**src/rtl/ahbl_rr_arbiter.sv**
```systemverilog
// rtl/ahbl_rr_arbiter.sv - NM-master to 1-slave AHB-Lite round-robin arbiter and multiplexor
//
// Purpose:
//   Shares one AHB-Lite slave port between NM masters. Ownership changes only
//   at a re-arbitration point, so SEQ/BUSY bursts are never broken. The owner
//   of the address phase and the owner of the data phase are tracked separately.
//   Masters have no bus-request line: a master requests whenever HTRANS[1]=1,
//   and it is held off by driving its M_HREADY low.
//
// Ports:
//   HCLK, HRESETn                   clock, asynchronous active-low reset
//   M_HADDR/HTRANS/HBURST/HSIZE/
//   M_HWRITE/M_HWDATA/M_HMASTLOCK   per-master request side, master i in slice i
//   M_HREADY, M_HRESP               per-master ready/response
//   M_HRDATA                        read data, broadcast to every master
//   HADDR/HTRANS/HBURST/HSIZE/
//   HWRITE/HWDATA                   slave-side address and write data
//   HREADY, HRESP, HRDATA           slave-side ready, response, read data
//   HMASTLOCK                       forwarded lock (only with ARB_LOCK_EN)
//
// Optional feature macro: ARB_LOCK_EN
//   When defined, a granted master holding M_HMASTLOCK=1 blocks re-arbitration
//   (even while IDLE) and its lock is forwarded on HMASTLOCK. When undefined
//   M_HMASTLOCK is ignored and HMASTLOCK does not exist.

module ahbl_rr_arbiter #(
    parameter int NM = 3,
    parameter int AW = 32,
    parameter int DW = 64
) (
    input  logic             HCLK,
    input  logic             HRESETn,
    input  logic [NM*AW-1:0] M_HADDR,
    input  logic [NM*2-1:0]  M_HTRANS,
    input  logic [NM*3-1:0]  M_HBURST,
    input  logic [NM*3-1:0]  M_HSIZE,
    input  logic [NM-1:0]    M_HWRITE,
    input  logic [NM*DW-1:0] M_HWDATA,
    input  logic [NM-1:0]    M_HMASTLOCK,
    output logic [NM-1:0]    M_HREADY,
    output logic [NM-1:0]    M_HRESP,
    output logic [DW-1:0]    M_HRDATA,
    output logic [AW-1:0]    HADDR,
    output logic [1:0]       HTRANS,
    output logic [2:0]       HBURST,
    output logic [2:0]       HSIZE,
    output logic             HWRITE,
`ifdef ARB_LOCK_EN
    output logic             HMASTLOCK,
`endif
    output logic [DW-1:0]    HWDATA,
    input  logic             HREADY,
    input  logic             HRESP,
    input  logic [DW-1:0]    HRDATA
);

    localparam int         PW          = (NM > 1) ? $clog2(NM) : 1;
    localparam logic [1:0] HTRANS_IDLE = 2'b00;

    // gnt: address-phase owner, dwn: data-phase owner (both one-hot, 0 = none)
    // ptr: index of the most recently granted master
    logic [NM-1:0] gnt_q, gnt_d;
    logic [NM-1:0] dwn_q, dwn_d;
    logic [PW-1:0] ptr_q, ptr_d;

    logic [NM-1:0] req;
    logic [AW-1:0] haddr_m;
    logic [1:0]    htrans_m;
    logic [2:0]    hburst_m;
    logic [2:0]    hsize_m;
    logic          hwrite_m;
    logic          lock_m;
    logic [DW-1:0] hwdata_m;
    logic          arb_point;
    logic          rr_found;
    logic [NM-1:0] rr_gnt;
    logic [PW-1:0] rr_ptr;

    // A master requests whenever it drives NONSEQ or SEQ.
    always_comb begin
        req = '0;
        for (int i = 0; i < NM; i++) begin
            req[i] = M_HTRANS[2*i+1];
        end
    end

    // Address-phase mux. gnt is one-hot, so OR-ing the masked slices selects
    // the owner and yields all zeros (IDLE) when nobody owns the bus.
    always_comb begin
        haddr_m  = '0;
        htrans_m = '0;
        hburst_m = '0;
        hsize_m  = '0;
        hwrite_m = 1'b0;
        lock_m   = 1'b0;
        for (int i = 0; i < NM; i++) begin
            if (gnt_q[i]) begin
                haddr_m  = haddr_m  | M_HADDR[i*AW +: AW];
                htrans_m = htrans_m | M_HTRANS[i*2 +: 2];
                hburst_m = hburst_m | M_HBURST[i*3 +: 3];
                hsize_m  = hsize_m  | M_HSIZE[i*3 +: 3];
                hwrite_m = hwrite_m | M_HWRITE[i];
                lock_m   = lock_m   | M_HMASTLOCK[i];
            end
        end
    end

    // Data-phase mux follows the data owner, not the address owner.
    always_comb begin
        hwdata_m = '0;
        for (int i = 0; i < NM; i++) begin
            if (dwn_q[i]) begin
                hwdata_m = hwdata_m | M_HWDATA[i*DW +: DW];
            end
        end
    end

`ifdef ARB_LOCK_EN
    // A locked owner keeps the bus even through IDLE cycles.
    always_comb begin
        arb_point = HREADY && ((gnt_q == '0) || (htrans_m == HTRANS_IDLE)) && !lock_m;
    end
`else
    logic unused_lock;
    assign unused_lock = lock_m;

    // Only IDLE (never SEQ or BUSY) lets the bus change hands.
    always_comb begin
        arb_point = HREADY && ((gnt_q == '0) || (htrans_m == HTRANS_IDLE));
    end
`endif

    // Round-robin search starting at ptr+1. The outer loop walks priority
    // order; the inner loop matches the wrapped index to a constant master
    // index so every bit select stays static.
    always_comb begin
        rr_found = 1'b0;
        rr_gnt   = '0;
        rr_ptr   = ptr_q;
        for (int k = 1; k <= NM; k++) begin
            for (int i = 0; i < NM; i++) begin
                if (!rr_found && req[i] && (((int'(ptr_q) + k) % NM) == i)) begin
                    rr_found  = 1'b1;
                    rr_gnt[i] = 1'b1;
                    rr_ptr    = PW'(i);
                end
            end
        end
    end

    // Next state. At an arbitration point the owner is IDLE, so dwn naturally
    // falls to 0 on the same edge that gnt moves.
    always_comb begin
        gnt_d = gnt_q;
        ptr_d = ptr_q;
        dwn_d = dwn_q;
        if (HREADY) begin
            dwn_d = htrans_m[1] ? gnt_q : '0;
        end
        if (arb_point && rr_found) begin
            gnt_d = rr_gnt;
            ptr_d = rr_ptr;
        end
    end

    always_ff @(posedge HCLK or negedge HRESETn) begin
        if (!HRESETn) begin
            gnt_q <= '0;
            dwn_q <= '0;
            ptr_q <= PW'(NM - 1);
        end else begin
            gnt_q <= gnt_d;
            dwn_q <= dwn_d;
            ptr_q <= ptr_d;
        end
    end

    // Non-owners that request are stalled holding their address; idle
    // non-owners see ready so they are free to start a transfer.
    always_comb begin
        M_HREADY = '0;
        M_HRESP  = '0;
        for (int i = 0; i < NM; i++) begin
            M_HREADY[i] = gnt_q[i] ? HREADY : ~req[i];
            M_HRESP[i]  = dwn_q[i] & HRESP;
        end
    end

    assign M_HRDATA = HRDATA;
    assign HADDR    = haddr_m;
    assign HTRANS   = htrans_m;
    assign HBURST   = hburst_m;
    assign HSIZE    = hsize_m;
    assign HWRITE   = hwrite_m;
    assign HWDATA   = hwdata_m;
`ifdef ARB_LOCK_EN
    assign HMASTLOCK = lock_m;
`endif

endmodule

```
**config.mk**
```make
export PLATFORM = sky130hd
export DESIGN_NAME = ahbl_rr_arbiter
export DESIGN_NICKNAME = d
export VERILOG_FILES = /design/src/rtl/ahbl_rr_arbiter.sv
export SDC_FILE = /design/constraint.sdc
export NUM_CORES = 1
export LEC_CHECK = 0
export BUFFER_PORTS_ARGS = -buffer_cell sky130_fd_sc_hd__buf_2
export CAP_MARGIN = 20
export CORE_AREA = 2 2 216 218
export CTS_CLUSTER_DIAMETER = 80
export CTS_CLUSTER_SIZE = 12
export DETAILED_ROUTE_END_ITERATION = 10
export DIE_AREA = 0 0 218 220
export HOLD_SLACK_MARGIN = 0.12
export PLACE_DENSITY = 0.3
export SLEW_MARGIN = 0
export SYNTH_ARGS = -nofsm -noshare
export SYNTH_HDL_FRONTEND = slang
export SYNTH_SLANG_ARGS = --single-unit
```
**constraint.sdc**
```tcl
create_clock -name HCLK -period 3.7 [get_ports HCLK]
set_clock_uncertainty 0.1 [all_clocks]
set_input_delay 0.37 -clock HCLK [delete_from_list [all_inputs] [get_ports HCLK]]
set_output_delay 0.37 -clock HCLK [all_outputs]
set_load 0.01 [all_outputs]
```
# --- After elaboration in Yosys (flattened, before gate mapping) ---
# Index checks and enable logic that the tools add are counted.
word_totals:
  wordCells: 116
  input_bits: 386
  reg_bits: 8
op_classes:
  div_mod_pow: 3
  bitwise_logic: 18
  n_reduce_logical: 35
  n_addsub: 3
  muxes: 48
  eq_ne: 6
op_table:
  columns: ["cell", "count"]
  rows:
  - ["64-bit 2-to-1 mux", 3]
  - ["64-bit OR", 2]
  - ["32-bit by 2-bit == test with 1-bit output, second input constant", 3]
  - ["32-bit by 3-bit == test with 1-bit output, second input constant", 3]
  - ["32-bit logical NOT", 3]
  - ["32-bit by 3-bit modulo with 32-bit output, second input constant", 3]
  - ["32-bit 2-to-1 mux", 3]
  - ["32-bit OR", 2]
  - ["2-bit 2-to-1 mux", 12]
  - ["1-bit 2-to-1 mux", 23]
  - ["3-bit 2-to-1 mux", 7]
  - ["1-bit logical AND", 19]
  - ["3-bit OR", 4]
  - ["9-bit nonzero test", 1]
  - ["1-bit logical NOT", 8]
  - ["2-bit by 2-bit adder with 3-bit output, second input constant", 2]
  - ["2-bit OR", 2]
  - ["2-bit by 1-bit adder with 3-bit output, second input constant", 1]
  - ["1-bit AND", 3]
  - ["3-bit logical NOT", 1]
  - ["1-bit NOT", 3]
  - ["2-bit logical NOT", 1]
  - ["1-bit OR", 2]
  - ["2-bit AND reduction", 1]
  - ["1-bit logical OR", 1]

# --- Logic depth before layout (Yosys ltp) ---
# Gate-level depths: netlist of the first run.
logic_depth:
  depth_word: 39
  ltp_mapped: 6

# --- Least setup slack after synthesis of the first run ---
# No wires, ideal clock.
synth_path:
  path_kind: "register to register"
  startpoint: "register gnt_q[0]"
  endpoint: "register gnt_q[2]"
  required_time_ns: 3.536
  path_buffers: 1
  path_stages_with_launch: 6
  t_arrival_ns: 1.677
  slack_ns: 1.858
  setup_ns: 0.064
  synth_period_minus_slack_ns: 1.842
  path_cell_list: "dfrtp_1 -> buf_6 -> a222oi_1 -> nand4_2 -> a211oi_2 -> a21o_1"
synth_via:
  elab_chain_len: 9
  word_cells_on_any_way: 10
  classes_between: "mux: 3; bitwise: 2; reduce/logical: 5"
synth_rtl:
  columns: ["element", "line_no", "source"]
  rows:
  - ["start: declaration", "62", "logic [NM-1:0] gnt_q, gnt_d;"]
  - ["start signal: assignment", "172", "gnt_q <= gnt_d;"]
  - ["2-bit 2-to-1 mux", "97", "if (gnt_q[i]) begin"]
  - ["2-bit OR", "99", "htrans_m = htrans_m | M_HTRANS[i*2 +: 2];"]
  - ["2-bit 2-to-1 mux", "97", null]
  - ["2-bit OR", "99", null]
  - ["2-bit 2-to-1 mux", "97", null]
  - ["2-bit logical NOT", "129", "arb_point = HREADY && ((gnt_q == '0) || (htrans_m == HTRANS_IDLE));"]
  - ["1-bit logical OR *", "129", null]
  - ["1-bit logical AND *", "129", null]
  - ["1-bit logical AND *", "160", "if (arb_point && rr_found) begin"]
# Mark *: on every way between the ends. The rest lies on a longest branch, timed or not.
# A chain may end at the register's enable or synchronous reset.

# --- Worst setup path after layout of the first run ---
layout_path:
  startpoint: "register dwn_q[2]"
  endpoint: "output HWDATA[33]"
layout_via:
  elab_chain_len: 1
layout_rtl:
  columns: ["element", "line_no", "source"]
  rows:
  - ["start: declaration", "63", "logic [NM-1:0] dwn_q, dwn_d;"]
  - ["start signal: assignment", "173", "dwn_q <= dwn_d;"]
  - ["64-bit 2-to-1 mux", "112", "if (dwn_q[i]) begin"]
  - ["end: declaration", "51", "output logic [DW-1:0] HWDATA,"]
# Every way passes these cells.

==> out/metrics.csv, run 1 <==
stage;metric;value;unit
global_route;track_usage;7.39;%
finish;multi_input_area;1280;um2
logic_synthesis;yosys.area.top_type;a222oi_1;
sta;maxSlewHeadroom;52.5;%
global_route;grt_pass1_vias;4420;
job;drv_cap;0;
cts;clock_sink_count;8;
logic_synthesis;synthesis.area;2520;um2
logic_synthesis;yosysWarnings;0;
place;io_buffers;429;
global_route;grt_max_degree;38;
finish;fin_area;4990;um2
sta;worst_slew_pin_slew;712;ps
power;pwr_density_cell;440;nW/um2
setup_path;arrival;1960;ps
logic_synthesis;ys_seq_area_share;7.99;%
setup_path;path_max_fanout;37;
finish;n_fill_cell;5396;
power;comb_power_share;80.0;%
place;dpl_cell_area;4900;um2
setup_path;critPathCaptureType;primary output;
place;place.gp.congestion;0.789;
logic_synthesis;synth.area.top_cells;a222oi_1 42%, buf_4 19%, inv_1 17%;
routing;final_antenna_net_count;0;
power;seq_power_share;11.4;%
cts;numCtsBuffers;3;
power;switchingPower;1.14;mW
setup_path;cp.required;3230;ps
worst_hold_path;hold_depth;2;
power;p_sw_share;52.1;%
global_route;antenna_found_initial;9;
sta;setup_tns;0;ps
cts;cts_tree;done;
sta;min_period;2430;ps
floorplan;initial_core_util;5.49;%
routing;drtIter0Drc;475;
floorplan;die_w;218;um
logic_synthesis;synth_area_per_cell;7.04;um2
finish;nNetsFinal;1093;
worst_hold_path;hp-class;primary input to register;
logic_synthesis;synth-seq-cells;8;
sta;whs;374;ps
finish;syn_to_final_growth;98.0;%
setup_path;crit_type;register to primary output;
power;ir_worst_vdd;212;uV
cts;post_cts_buffers;0;
sta;maxSlewViolCount;0;
floorplan;design.core.area;45900;um2
routing;viasPerCell;3.46;
cts;cts_max_path_buffers;2;
sta;hold_violations;0;
sta;fin_crit_sh;65.7;%
power;clkPwrFrac;8.5;%
sta;finalSetupViolCount;0;
place;hpwl;17500;um
cts;h-tree-depth;1;
floorplan;num_rows;79;
logic_synthesis;synth_top_area_share;41.7;%
finish;regArea;205;um2
logic_synthesis;netlist_instances;358;
logic_synthesis;ys_types;23;
cts;clock_latency;230;ps
cts;clk_pin_slew_worst_paths;40;ps
floorplan;ioPinCount;561;
routing;routed_wl;20200;um
routing;dr_total_vias;4534;
sta;rsz0062_at_grt;no;
setup_path;worst_setup_path_start_kind;register;
finish;drive_above_1_share;64.1;%
routing;route.detailed.drc;0;
floorplan;dieArea;48000;um2
routing;drtPass1Iterations;6;
outcome;status;finished clean;
global_route;grt_first_pass_wirelength;26300;um
setup_path;r2r_cells;4;
power;static-leakage-power;3.26;nW
floorplan;die_h;220;um
sta;fmax;411;MHz
cts;cts_root_buf;clkbuf_16;
logic_synthesis;synthesis.nets;746;
global_route;grt_overflow_total;0;
routing;wire_per_inst;15.4;um
power;p_int;1.05;mW
-- cell usage after synthesis --
master,instances
inv_1,111
a222oi_1,105
buf_4,64
clkbuf_1,30
dfrtp_1,7
nand2_1,6
buf_1,5
o21ai_0,5
a21o_1,4
and2_1,3
o22ai_1,3
a211oi_2,2
ha_1,2
nand2b_1,2
a211o_1,1
a21oi_1,1
buf_6,1
dfstp_2,1
nand3_1,1
nand4_2,1
nor2_1,1
o31a_1,1
or3_1,1
-- power by group through the flow --
stage | combinational (mW) | sequential (mW) | clock, mW
after floorplan | 1.11 | 0.131 | 0
after global placement | 1.81 | 0.264 | 0
after detailed placement | 1.77 | 0.262 | 0
after CTS | 1.78 | 0.260 | 0.191
after global routing | 1.94 | 0.272 | 0.197
final | 1.76 | 0.251 | 0.187
-- layout by cell type, fill, tap and decap left out, drive strengths merged --
master and n:
a211oi 2, ha 2, a222oi 105, o31a 1, o21ai 5, inv 111
or3 1, dlygate4sd3 1, nand4 1, buf 441, a211o 1, nand2b 2
nor2 1, a21oi 1, o22ai 3, nand2 6, dfstp 1, nand3 1
diode 1, clkbuf 4, dfrtp 7, and2 3, a21o 4
-- critical path, cell delays in order, from the launching register on --
cell and delay [ps]:
dfrtp_2 810, buf_4 480, a222oi_1 130, inv_1 120, buf_2 140
-- layout make-up --
type / instances / area share [%]
antenna: 1 / 0.0502
clock buffer: 4 / 1.58
inverter: 111 / 8.35
multi-input combinational: 139 / 25.6
sequential: 8 / 4.11
tap: 607 / 15.2
timing repair buffer: 442 / 45.0
-- stage by stage --
| stage | power [mW] | util [%] | cells | worst slack [ps] |
|---|---|---|---|---|
| 6_report | 2.20 | 10.9 | 1312 | 1270 |
| 5_1_grt | 2.41 | 10.9 | 1312 | 1140 |
| 4_1_cts | 2.23 | 10.9 | 1311 | 1210 |
| 3_5_place_dp | 2.03 | 10.7 | 1306 | 1450 |
| 3_3_place_gp | 2.07 | 10.7 | 1306 | 1430 |
| 2_1_floorplan | 1.24 | - | 358 | 1860 |
-- kinds of logic (layout without fill, tap and decap cells) --
logic type	count (synthesis)	after routing	share of synthesized area, %
buf+inv	211	557	41.3
compound gates	122	122	46.5
simple gates	15	15	3.23
flops	8	8	7.99
fa+ha+maj	2	2	0.993
other cells	0	1	0
-- state kept, by name (all words and copies together), names as in the netlist --
register / count
dwn_q: 3
gnt_q: 3
ptr_q: 2
-- worst paths after layout --
kind / slack, ps / endpoint / start
max: 1270 / HWDATA[33] / dwn_q[2]
min: 370 / dwn_q[2] / HREADY
max reg2reg: 1560 / ptr_q[1] / gnt_q[1]
min reg2reg: 430 / ptr_q[0] / ptr_q[0]
max in group asynchronous: 2830 / ptr_q[1] / HRESETn
min in group asynchronous: 420 / gnt_q[0] / HRESETn
-- routing by layer --
metal / global-route usage (%) / vias to the layer above / part of all wire [%]
met5: 0 / - / 0.040
met4: 3.42 / 2 / 5.0
met3: 1.78 / 60 / 12
met2: 14.9 / 420 / 51
met1: 6.88 / 2044 / 32
li1: - / 2008 / -
-- timing repair --
item,4_1_cts,5_1_grt
gates resized for setup,0,0
hold buffers,1,0
hold endpoints to repair,7,0
(Power assumes the default switching activity.)
==> run 2: changes to the inputs <==
- ABC_AREA: default -> 1
- CORE_AREA: 2 2 216 218 -> 2 2 219 221
- DIE_AREA: 0 0 218 220 -> 0 0 221 223
- clock period: 3.7 -> 2.5 ns (I/O delays scaled with it)
==> run 2 against run 1 <==
Compared with the run above:
- sequential power increased by 25%
- routed wire length decreased by 4.7%
- sequential share of layout area decreased by 0.37 points
- non-clock buffer count increased by 6
- highest routed layer is now met4
==> out/metrics.csv, run 2 <==
stage;metric;value;unit
sta;maxSlewViolCount;0;
routing;final_antenna_net_count;0;
sta;finalSetupViolCount;0;
job;drv_cap;0;
global_route;track_usage;7.27;%
power;switchingPower;2.13;mW
floorplan;design.core.area;47100;um2
global_route;grt_overflow_total;0;
global_route;grt_pass1_vias;5061;
routing;drtPass1Iterations;4;
setup_path;worst_setup_path_start_kind;register;
floorplan;die_w;221;um
place;place.gp.congestion;0.776;
floorplan;dieArea;49300;um2
routing;dr.max_layer_used;met4;
routing;dr_total_vias;5171;
place;io_buffers;429;
setup_path;crit_type;register to primary output;
setup_path;cp.required;2150;ps
finish;n_fill_cell;5637;
power;comb_power_share;84.6;%
finish;nNetsFinal;1344;
worst_hold_path;min-delay-start;HREADY;
sta;fin_crit_sh;77.9;%
place;dpl_cell_area;5390;um2
finish;syn_to_final_growth;88.1;%
setup_path;r2r_end;gnt_q[2];
logic_synthesis;ys_seq_area_share;6.91;%
setup_path;r2r_cells;10;
logic_synthesis;netlist_instances;603;
logic_synthesis;yosysMostFrequentCell;nand2_1;
routing;viasPerCell;3.29;
sta;hold_violations;0;
routing;routed-wl-met2;9470;um
finish;regArea;205;um2
finish;fin_area;5480;um2
global_route;antenna_found_initial;2;
power;p_sw_share;55.6;%
logic_synthesis;yosys-top-cells-count;343 x nand2_1, 107 x nand3_1, 64 x buf_4;
finish;largestRegisters;dwn_q: 3 flops, gnt_q: 3 flops, ptr_q: 2 flops;
logic_synthesis;synth.area.top_cells;nand2_1 44%, nand3_1 18%, buf_4 16%;
finish;layout_common_cells;429 x buf_2, 343 x nand2_1, 107 x nand3_1, 15 x inv_1, 13 x buf_4;
global_route;grt_first_pass_wirelength;27800;um
worst_hold_path;hp-class;primary input to register;
cts;cts_tree;done;
cts;cts_root_buf;clkbuf_16;
sta;min_period;1950;ps
finish;final_common_cell;buf_2;
routing;wl_met1;7090;um
cts;cts_resized;0;
power;p_int;1.70;mW
sta;setup_tns;0;ps
logic_synthesis;ys_types;23;
logic_synthesis;yosys.area.top_type;nand2_1;
routing;route.detailed.drc;0;
place;hpwl;16900;um
floorplan;initial_core_util;6.18;%
logic_synthesis;synth-seq-cells;8;
cts;clk_pin_slew_worst_paths;40;ps
worst_hold_path;min_to;dwn_q[0];
finish;drive_above_1_share;48.7;%
cts;cts_max_path_buffers;2;
setup_path;critPathCaptureType;primary output;
floorplan;die_h;223;um
logic_synthesis;synth_edf_count;0;
logic_synthesis;synthesis.area;2910;um2
finish;antennaDiodeCount;0;
sta;rsz0062_at_grt;no;
floorplan;ioPinCount;561;
logic_synthesis;synth_flop_cell;dfrtp_1;
finish;multi_input_area;2010;um2
routing;routed_wl;19200;um
sta;maxSlewHeadroom;56.6;%
outcome;status;finished clean;
power;ir_worst_vdd;324;uV
setup_path;arrival;1600;ps
cts;hold_buffers;1;
routing;wire_per_inst;12.2;um
power;clkPwrFrac;7.2;%
global_route;grt_max_degree;59;
power;seq_power_share;8.2;%
cts;post_cts_buffers;0;
setup_path;regToRegStartpoint;ptr_q[1];
logic_synthesis;synth_top_area_share;44.2;%
logic_synthesis;synth_area_per_cell;4.83;um2
setup_path;rrSetupSlack;630;ps
power;pwr_density_cell;700;nW/um2
power;static-leakage-power;3.14;nW
cts;numCtsBuffers;3;
floorplan;num_rows;80;
logic_synthesis;yosysWarnings;0;
logic_synthesis;synthArstFlopShare;100;%
setup_path;path_max_fanout;26;
cts;h-tree-depth;1;
logic_synthesis;synthesis.nets;991;
worst_hold_path;hold_depth;3;
sta;fmax;513;MHz
sta;worst_slew_pin_slew;651;ps
routing;wl_met3;2010;um
routing;drtIter0Drc;119;
cts;clock_latency;230;ps
cts;clock_sink_count;8;
power;power;3.84;mW
-- run 2: cell count changes in the layout (fill, tap and decap cells not counted), sizes merged, moves of 3 or more --
cell,change
a222oi,-105
nand2,+341
nor2,+5
nand3,+106
buf,+6
and2,-3
inv,-95
o21ai,+4
a21o,-4
-- run 2: cell type report --
type | count | area share [%]
Clock buffer | 4 | 1.44
Inverter | 16 | 1.10
Multi-Input combinational cell | 479 | 36.7
Sequential cell | 8 | 3.74
Tap cell | 615 | 14.0
Timing Repair Buffer | 448 | 43.0
-- run 2: metrics by stage --
stage | utilization (%) | worst slack (ps) | cells | hold slack (ps)
finish | 11.6 | 552 | 1570 | 294
global placement | 11.4 | 628 | 1565 | 14.7
floorplan | - | 801 | 603 | -146
CTS | 11.6 | 478 | 1570 | 287
detailed placement | 11.4 | 626 | 1565 | 16.3
global route | 11.6 | 400 | 1570 | 306
-- run 2: worst max-delay path: stages (launching register included) --
cell and delay, ps:
dfrtp_2 760, buf_4 250, nand2_1 70, nand3_1 120
buf_2 150
-- run 2: worst max path at each step --
stage	startpoint	slack (ps)	cells after the start	endpoint
2_1_floorplan	ptr_q[1]	800	10	gnt_q[1]
5_1_grt	dwn_q[1]	400	4	HWDATA[31]
3_3_place_gp	ptr_q[1]	630	10	gnt_q[2]
3_5_place_dp	ptr_q[1]	630	10	gnt_q[2]
6_report	dwn_q[1]	550	4	HWDATA[31]
4_1_cts	dwn_q[1]	480	4	HWDATA[31]
-- run 2: power groups by stage --
stage / clock network [mW] / registers (mW) / logic (mW)
after global placement: 0 / 0.319 / 3.36
after detailed placement: 0 / 0.325 / 3.30
after floorplan: 0 / 0.207 / 1.93
after global routing: 0.292 / 0.332 / 3.61
final: 0.275 / 0.315 / 3.25
after CTS: 0.282 / 0.325 / 3.32
-- run 2: cell families after synthesis --
kind of cell	share of synthesized area, %
and+or+nand+nor	65.3
adders and majority gates	0.859
AOI/OAI and AO/OA	2.88
DFF	6.91
buffers and inverters	24.0
-- run 2: layer usage --
layer | vias up | global-route usage [%]
li1 | 2532 | -
met1 | 2204 | 7.48
met2 | 399 | 13.6
met3 | 36 | 2.57
met4 | 0 | 2.38
met5 | - | 0
